$ cat src/rtl/pueo_surf_trig_tx.sv
// SURF->TURF trigger link transmitter: queues trigger requests and frames them as
// header/metadata word pairs on 4-clock slots locked to the 8-clock command phase.
module pueo_surf_trig_tx #(
  parameter int FIFO_DEPTH = 4,
  parameter     SYSCLKTYPE = "NONE",
  parameter     DEBUG      = "FALSE"
) (
  input  logic        sysclk_i,
  input  logic        sysclk_rst_n_i,
  input  logic        sysclk_phase_i,
  input  logic        enable_i,
  input  logic [19:0] s_trig_tdata,
  input  logic        s_trig_tvalid,
  output logic        s_trig_tready,
  output logic [15:0] trig_dat_o,
  output logic        trig_dat_valid_o,
  output logic [15:0] trig_count_o,
  output logic        misalign_o,
  input  logic        misalign_clr_i
);
  localparam int AW = $clog2(FIFO_DEPTH);
  localparam logic [AW:0] FILL_ONE = 1;

  typedef enum logic [1:0] {ST_ALIGN, ST_IDLE, ST_HDR, ST_META} state_t;

  state_t        r_state;
  logic [19:0]   r_mem [FIFO_DEPTH];
  logic [AW-1:0] r_wptr;
  logic [AW-1:0] r_rptr;
  logic [AW:0]   r_fill;
  logic          r_up;
  logic [2:0]    r_slot_ctr;
  logic          r_phase;
  logic          r_misalign;
  logic [7:0]    r_meta;
  logic [15:0]   r_dat;
  logic          r_valid;
  logic [15:0]   r_trig_cnt;

  logic          w_full;
  logic          w_empty;
  logic          w_push;
  logic          w_pop;
  logic          w_bnd;
  logic [19:0]   w_head;

  // Fill never exceeds the power-of-2 depth, so its MSB alone marks full.
  assign w_full  = r_fill[AW];
  assign w_empty = (r_fill == '0);
  assign w_push  = s_trig_tvalid & s_trig_tready;
  assign w_bnd   = r_phase | (r_slot_ctr == 3'd0) | (r_slot_ctr == 3'd4);
  assign w_pop   = w_bnd & enable_i & ~w_empty &
                   ((r_state == ST_IDLE) | (r_state == ST_META));
  assign w_head  = r_mem[r_rptr];

  assign s_trig_tready    = r_up & ~w_full;
  assign trig_dat_o       = r_dat;
  assign trig_dat_valid_o = r_valid;
  assign trig_count_o     = r_trig_cnt;
  assign misalign_o       = r_misalign;

  always_ff @(posedge sysclk_i) begin
    if (w_push) r_mem[r_wptr] <= s_trig_tdata;
  end

  always_ff @(posedge sysclk_i or negedge sysclk_rst_n_i) begin
    if (!sysclk_rst_n_i) begin
      r_wptr <= '0;
      r_rptr <= '0;
      r_fill <= '0;
      r_up   <= 1'b0;
    end else begin
      r_up <= 1'b1;
      if (w_push) r_wptr <= r_wptr + AW'(1);
      if (w_pop)  r_rptr <= r_rptr + AW'(1);
      case ({w_push, w_pop})
        2'b10:   r_fill <= r_fill + FILL_ONE;
        2'b01:   r_fill <= r_fill - FILL_ONE;
        default: r_fill <= r_fill;
      endcase
    end
  end

  // A phase pulse that does not land where the counter expects it re-frames the slots.
  always_ff @(posedge sysclk_i or negedge sysclk_rst_n_i) begin
    if (!sysclk_rst_n_i) begin
      r_phase    <= 1'b0;
      r_slot_ctr <= 3'd0;
      r_misalign <= 1'b0;
    end else begin
      r_phase    <= sysclk_phase_i;
      r_slot_ctr <= r_phase ? 3'd1 : r_slot_ctr + 3'd1;
      if (sysclk_phase_i && (r_state != ST_ALIGN) && (r_slot_ctr != 3'd7))
        r_misalign <= 1'b1;
      else if (misalign_clr_i)
        r_misalign <= 1'b0;
    end
  end

  always_ff @(posedge sysclk_i or negedge sysclk_rst_n_i) begin
    if (!sysclk_rst_n_i) begin
      r_state    <= ST_ALIGN;
      r_meta     <= 8'h00;
      r_dat      <= 16'h0000;
      r_valid    <= 1'b0;
      r_trig_cnt <= 16'h0000;
    end else begin
      r_valid <= 1'b0;
      case (r_state)
        ST_ALIGN: begin
          r_dat <= 16'h0000;
          if (sysclk_phase_i) r_state <= ST_IDLE;
        end
        ST_IDLE, ST_META: begin
          if (w_bnd) begin
            if (w_pop) begin
              r_dat      <= {4'h8, w_head[11:0]};
              r_meta     <= w_head[19:12];
              r_valid    <= 1'b1;
              r_trig_cnt <= r_trig_cnt + 16'd1;
              r_state    <= ST_HDR;
            end else begin
              r_dat   <= 16'h0000;
              r_state <= ST_IDLE;
            end
          end
        end
        ST_HDR: begin
          if (w_bnd) begin
            r_dat   <= {8'h00, r_meta};
            r_valid <= 1'b1;
            r_state <= ST_META;
          end
        end
        default: r_state <= ST_ALIGN;
      endcase
    end
  end

  generate
    if (DEBUG == "TRUE") begin : g_dbg
      (* mark_debug = "true" *) logic [17:0] r_dbg;
      always_ff @(posedge sysclk_i) r_dbg <= {r_state, r_dat};
    end
  endgenerate

endmodule

$ cat config.mk
export PLATFORM = sky130hd
export DESIGN_NAME = pueo_surf_trig_tx
export DESIGN_NICKNAME = d
export VERILOG_FILES = /design/src/rtl/pueo_surf_trig_tx.sv
export SDC_FILE = /design/constraint.sdc
export NUM_CORES = 1
export LEC_CHECK = 0
export CAP_MARGIN = 20
export CORE_ASPECT_RATIO = 0.5
export CORE_MARGIN = 4
export CORE_UTILIZATION = 52
export CTS_BUF_LIST = sky130_fd_sc_hd__clkbuf_4 sky130_fd_sc_hd__clkbuf_8
export CTS_CLUSTER_DIAMETER = 120
export DETAILED_ROUTE_END_ITERATION = 10
export MAX_ROUTING_LAYER = met4
export PLACE_DENSITY = 0.88
export SLEW_MARGIN = 20
export SYNTH_ARGS = -nofsm -noshare
export SYNTH_HDL_FRONTEND = slang
export SYNTH_SLANG_ARGS = --single-unit
$ cat constraint.sdc
create_clock -name sysclk_i -period 2.3 [get_ports sysclk_i]
set_input_delay 0.46 -clock sysclk_i [delete_from_list [all_inputs] [get_ports sysclk_i]]
set_output_delay 0.46 -clock sysclk_i [all_outputs]
set_load 0.02 [all_outputs]
-- Yosys cells after proc, flatten, opt, wreduce, memory -nomap -nowiden
Memories as Yosys holds them, arrays and structs flattened.
Index checks and enable logic that the tools add are counted.
- add/subtract/negate cells: 6
- multiply operators: 0
- divide/modulo/power cells: 0
- magnitude comparators: 0
- equal/unequal tests: 10
- shift operators: 0
- mux-type cells: 19
- bitwise operators: 10
- reduce and logical (&&, ||, !) cells: 12
- operators by type and width (cell ; count):
    16-bit 2-to-1 mux ; 3
    16-bit case mux with 3 select lines ; 1
    16-bit by 1-bit adder with 16-bit output (second input constant) ; 1
    2-bit 2-to-1 mux ; 4
    1-bit 2-to-1 mux ; 7
    3-bit by 1-bit adder with 3-bit output (second input constant) ; 2
    2-bit == test (second input constant) ; 3
    3-bit logical NOT ; 2
    2-bit inequality test (second input constant) ; 3
    2-bit case mux with 3 select lines ; 1
    3-bit case mux with 2 select lines ; 1
    3-bit AND reduction ; 2
    2-bit nonzero test ; 3
    1-bit bitwise AND ; 5
    2-bit by 1-bit adder with 2-bit output (second input constant) ; 2
    2-bit by 1-bit == test with 1-bit output (second input constant) ; 2
    3-bit == test (second input constant) ; 1
    3-bit 2-to-1 mux ; 1
    3-bit inequality test (second input constant) ; 1
    1-bit OR ; 3
    3-bit by 1-bit subtractor with 3-bit output (second input constant) ; 1
    1-bit logical AND ; 2
    2-bit logical NOT ; 1
    1-bit inverter ; 2
    3 further kinds ; 3
- flip-flop bits (word level): 56
- bits in latches: 0
- RAM bits: 80
- ROM bits: 0
- input port bits: 26
- output and inout port bits: 35
- logic and storage cells: 70
- memories: 1
- memories (memory ; depth ; bits a word ; rd ports ; clocked after memory_dff ; write ports ; RTL line ; text):
    r_mem ; 4 ; 20 ; 1 ; 0 ; 1 ; 27 ; logic [19:0] r_mem [FIFO_DEPTH];

-- Longest topological paths before layout
- word-level depth: 9
- depth in mapped cells: 11
- gate-level depth less buffers: 10

-- Worst setup path after synthesis
Ideal clock, no wire load.
- path type: register -> register
- start point: register r_slot_ctr[0]
- end point: register r_fill[2]
- setup time: 79 ps
- arrival time: 2192 ps
- required time: 2221 ps
- slack: 29 ps
- stages on the path, launching flop included: 12
- buffers on the path: 1
- period minus slack after synthesis: 2271 ps
- cell sequence: dfrtp_1 > inv_1 > ha_1 > o211ai_2 > nor2_4 > buf_4 > ha_1 > inv_1 > fa_1 > xor2_1 > nor2_1 > xor2_1
- longest elaborated chain between the ends: 8
- elaborated cells on any way between the ends: 11
- those cells by class: eq/ne: 3; mux: 1; bitwise: 5; reduce/logical: 2
- ends and longest elaborated chain (element ; RTL line ; text):
    start: declaration ; 32 ; logic [2:0] r_slot_ctr;
    start signal: assignment ; 92 ; r_slot_ctr <= r_phase ? 3'd1 : r_slot_ctr + 3'd1;
    3-bit logical NOT ; 51 ; assign w_bnd = r_phase | (r_slot_ctr == 3'd0) | (r_slot_ctr == 3'd4);
    1-bit OR ; 51 ;
    1-bit OR (*) ; 51 ;
    1-bit bitwise AND (*) (3 in a row) ; 52 ; assign w_pop = w_bnd & enable_i & ~w_empty &
    2-bit by 1-bit == test with 1-bit output / 2-bit == test (equally long branches) ; 76 ; case ({w_push, w_pop})
    3-bit case mux with 2 select lines / 2-bit nonzero test (equally long branches) ; n/a ;
    end signal: assignment ; 77 ; 2'b10: r_fill <= r_fill + FILL_ONE;
    end signal: assignment ; 78 ; 2'b01: r_fill <= r_fill - FILL_ONE;
    end signal: assignment ; 79 ; default: r_fill <= r_fill;
    end: declaration ; 30 ; logic [AW:0] r_fill;
Mark *: on every way between the ends. The rest lies on a longest branch, timed or not.
A chain may end at the register's enable or synchronous reset.

-- Worst setup path in the final report
Same ends and word-level chain as after synthesis.

==> reports/summary.txt <==
outcome - finished, final reports clean
Syn Inst Count - 294
pwr/cell area - 1136 nW/um^2
DRT Wirelength - 9.429 mm
total die area - 11740 sq um
DP Cell Count - 492
Routed met2 length - 4.889 mm
Max FO, Critical Path - 4
max-slew violation count - 0
Area growth syn-to-layout - 23.16%
GR Overflow Total - 0
diode count - 0
WP data required - 2650 ps
number of synthesized flops with an enable pin - 80
clk_lat worst skew - 430 ps
Mean Syn Cell Area - 17.66 sq um
fraction of registers with async set/reset - 39.85%
largest net degree at the start of global routing - 28
Max-cap violations - 0
effective utilization at floorplan - 54.24%
worst slew pin tran - 760.4 ps
Tmin final - 2055 ps
most common cell after layout, fill and taps aside - edfxtp_1
max layer used - met4
clk buf depth - 2
vias in the first global route - 2959
CP Launch Point - r_slot_ctr[0]
sequential share of the synthesized area - 71.82%
Die Width - 149.3 um
Post-Layout Cell Count - 525
vias - 2774
Highest Clock Rate - 0.4866 GHz
cell row count - 25
post-DP HPWL - 6.204 mm
layout cells sized above 1 - 19.74%
GRT Overall Usage - 18.47%
gpl congestion - 0.7977
min-delay src - trig_count_o[15]
Antenna Violating Nets Remaining - 0
CP Capture Type - flop
final setup fails - 0
wl on met1 - 3.967 mm
TritonCTS clock tree - done
Slew HR - 49.12%
fill count - 634
period utilization - 89.36%
RSZ-0062 raised after global routing - no
critical path class - flop to flop
clock-pin transition on the worst setup and hold timing paths - 70 ps
initial antenna violation count - 0
FF+latch count, synth - 133
I/O Buffers - 57
Synth Cell Area - 5191 sq um
Critical Path AT - 2400 ps
Die Ht - 78.65 um
H-tree depth - 4
fin nets - 413
library cells used by synthesis - 33
Avg WL per Cell - 17.96 um
Via-to-Cell Ratio - 5.284
endpoints failing hold - 0
number of DRC markers in iteration 0 - 214
clk sinks - 133
TritonRoute pass-1 iters - 4
Critical Path Source Type - flop
Layout Skew - 8.840 ps
core box area - 9572 sq um
Leak - 2.470 nW
metal3 WL - 509 um
FF-to-FF Start - r_slot_ctr[0]
R2R depth - 10
commonest cells after routing, fill and taps aside - edfxtp_1, clkdlybuf4s50_1, dfrtp_1
Worst VDD drop - 0.5417 mV
DRC viols - 0
synth warn - 0
root buffer cell - clkbuf_8
setup_tns - 0 ps
Hold Path Cell Cnt - 1
most frequently used flop master after synthesis - edfxtp_1
cts bufs inserted - 17
I/O Pins - 61
Hold WC Path Type - flop to flop
first-pass GRT wire length - 15.66 mm
## registers in the layout (all words and copies together) (netlist names), named ones only
name and cells:
trig_dat_o 13, r_state 1, trig_count_o 16, r_fill 3, r_phase 1, r_rptr 2
r_wptr 2, misalign_o 1, r_meta 8, trig_dat_valid_o 1, r_slot_ctr 3, r_up 1
r_mem 80
## final timing paths
check | to | slack [ps]
setup / recovery | r_fill[2] | 240
hold / removal | trig_count_o[15] | 480
setup reg to reg | r_fill[2] | 240
hold reg to reg | trig_count_o[15] | 480
max in group asynchronous | trig_count_o[12] | 1160
min in group asynchronous | trig_count_o[5] | 520
## logic make-up (layout without fill, tap and decap cells)
logic type,Yosys count,after routing,share of synthesized area [%]
AOI/OAI and AO/OA,19,19,3.109
xor gates and xnor gates,21,21,3.543
adders and majority gates,10,10,2.555
buffers and inverters,29,123,2.772
DFF,133,133,71.82
muxes,29,29,10.85
other,2,4,0.1447
and+or+nand+nor,51,51,5.206
## layer usage
layer	up-vias	global-route usage, %
li1	1264	-
met1	1425	21.88
met2	79	29.92
met3	6	6.863
met4	0	5.753
met5	-	-
## layout make-up
type	instances	area (sq um)	share of cell area (%)
Inverter	19	71.32	1.115
Sequential cell	133	3729	58.32
Tap cell	135	168.9	2.642
Clock buffer	20	269.0	4.207
Multi-Input combinational cell	134	1326	20.74
Clock inverter	12	150.1	2.348
Timing Repair Buffer	72	679.4	10.63
## critical path, stage by stage, from the launching register on
cell,delay [ps]
dfrtp_1,400
inv_1,70
ha_1,220
o211ai_2,130
nor2_4,140
ha_1,170
inv_1,60
fa_1,370
xor2_1,150
nor2_1,120
xor2_1,160
## cells in the mapped netlist (3+ instances only)
cell type,n,area (sq um)
xor2_1,5,43.79
a22o_1,4,35.03
mux4_1,3,78.83
a222oi_1,8,80.08
and3_1,5,31.28
inv_1,19,71.32
o21ai_0,3,15.01
nor2b_1,3,18.77
dfrtp_1,53,1326
mux2_2,9,101.4
nor3_2,3,30.03
buf_4,5,37.54
nand3_1,6,30.03
mux4_2,17,382.9
edfxtp_1,80,2402
nand4_1,4,25.02
nand2_1,15,56.30
xnor2_1,16,140.1
ha_1,9,112.6
nor2_1,8,30.03
## where the power goes
part	switching, W	internal [W]	total (W)	leakage, nW
clock	0.000881	0.00114	0.00202	0.210
combinational	0.000963	0.00101	0.00197	0.864
sequential	0.000302	0.00297	0.00327	1.40
total	0.00215	0.00512	0.00726	2.47
## per-stage QoR
step	utilization, %	total power (W)	hold WS (ps)	instance area (sq um)	worst slack, ps
2_1_floorplan	-	0.004555	164.4	5199	29.20
4_1_cts	66.80	0.007336	485.4	6394	248.1
3_5_place_dp	62.33	0.005316	439.4	5966	14.16
6_report	66.80	0.007263	480.5	6394	244.8
5_1_grt	66.80	0.007674	500.9	6394	138.4
3_3_place_gp	62.33	0.005200	429.6	5966	41.25
## timing repair
action	CTS	global route
hold buffers	1	0
endpoints found under the hold margin	18	0
endpoints found under the setup margin	1	0
setup buffers	0	0
resized for setup	1	0
No activity file was read; power rests on OpenSTA's default activity.
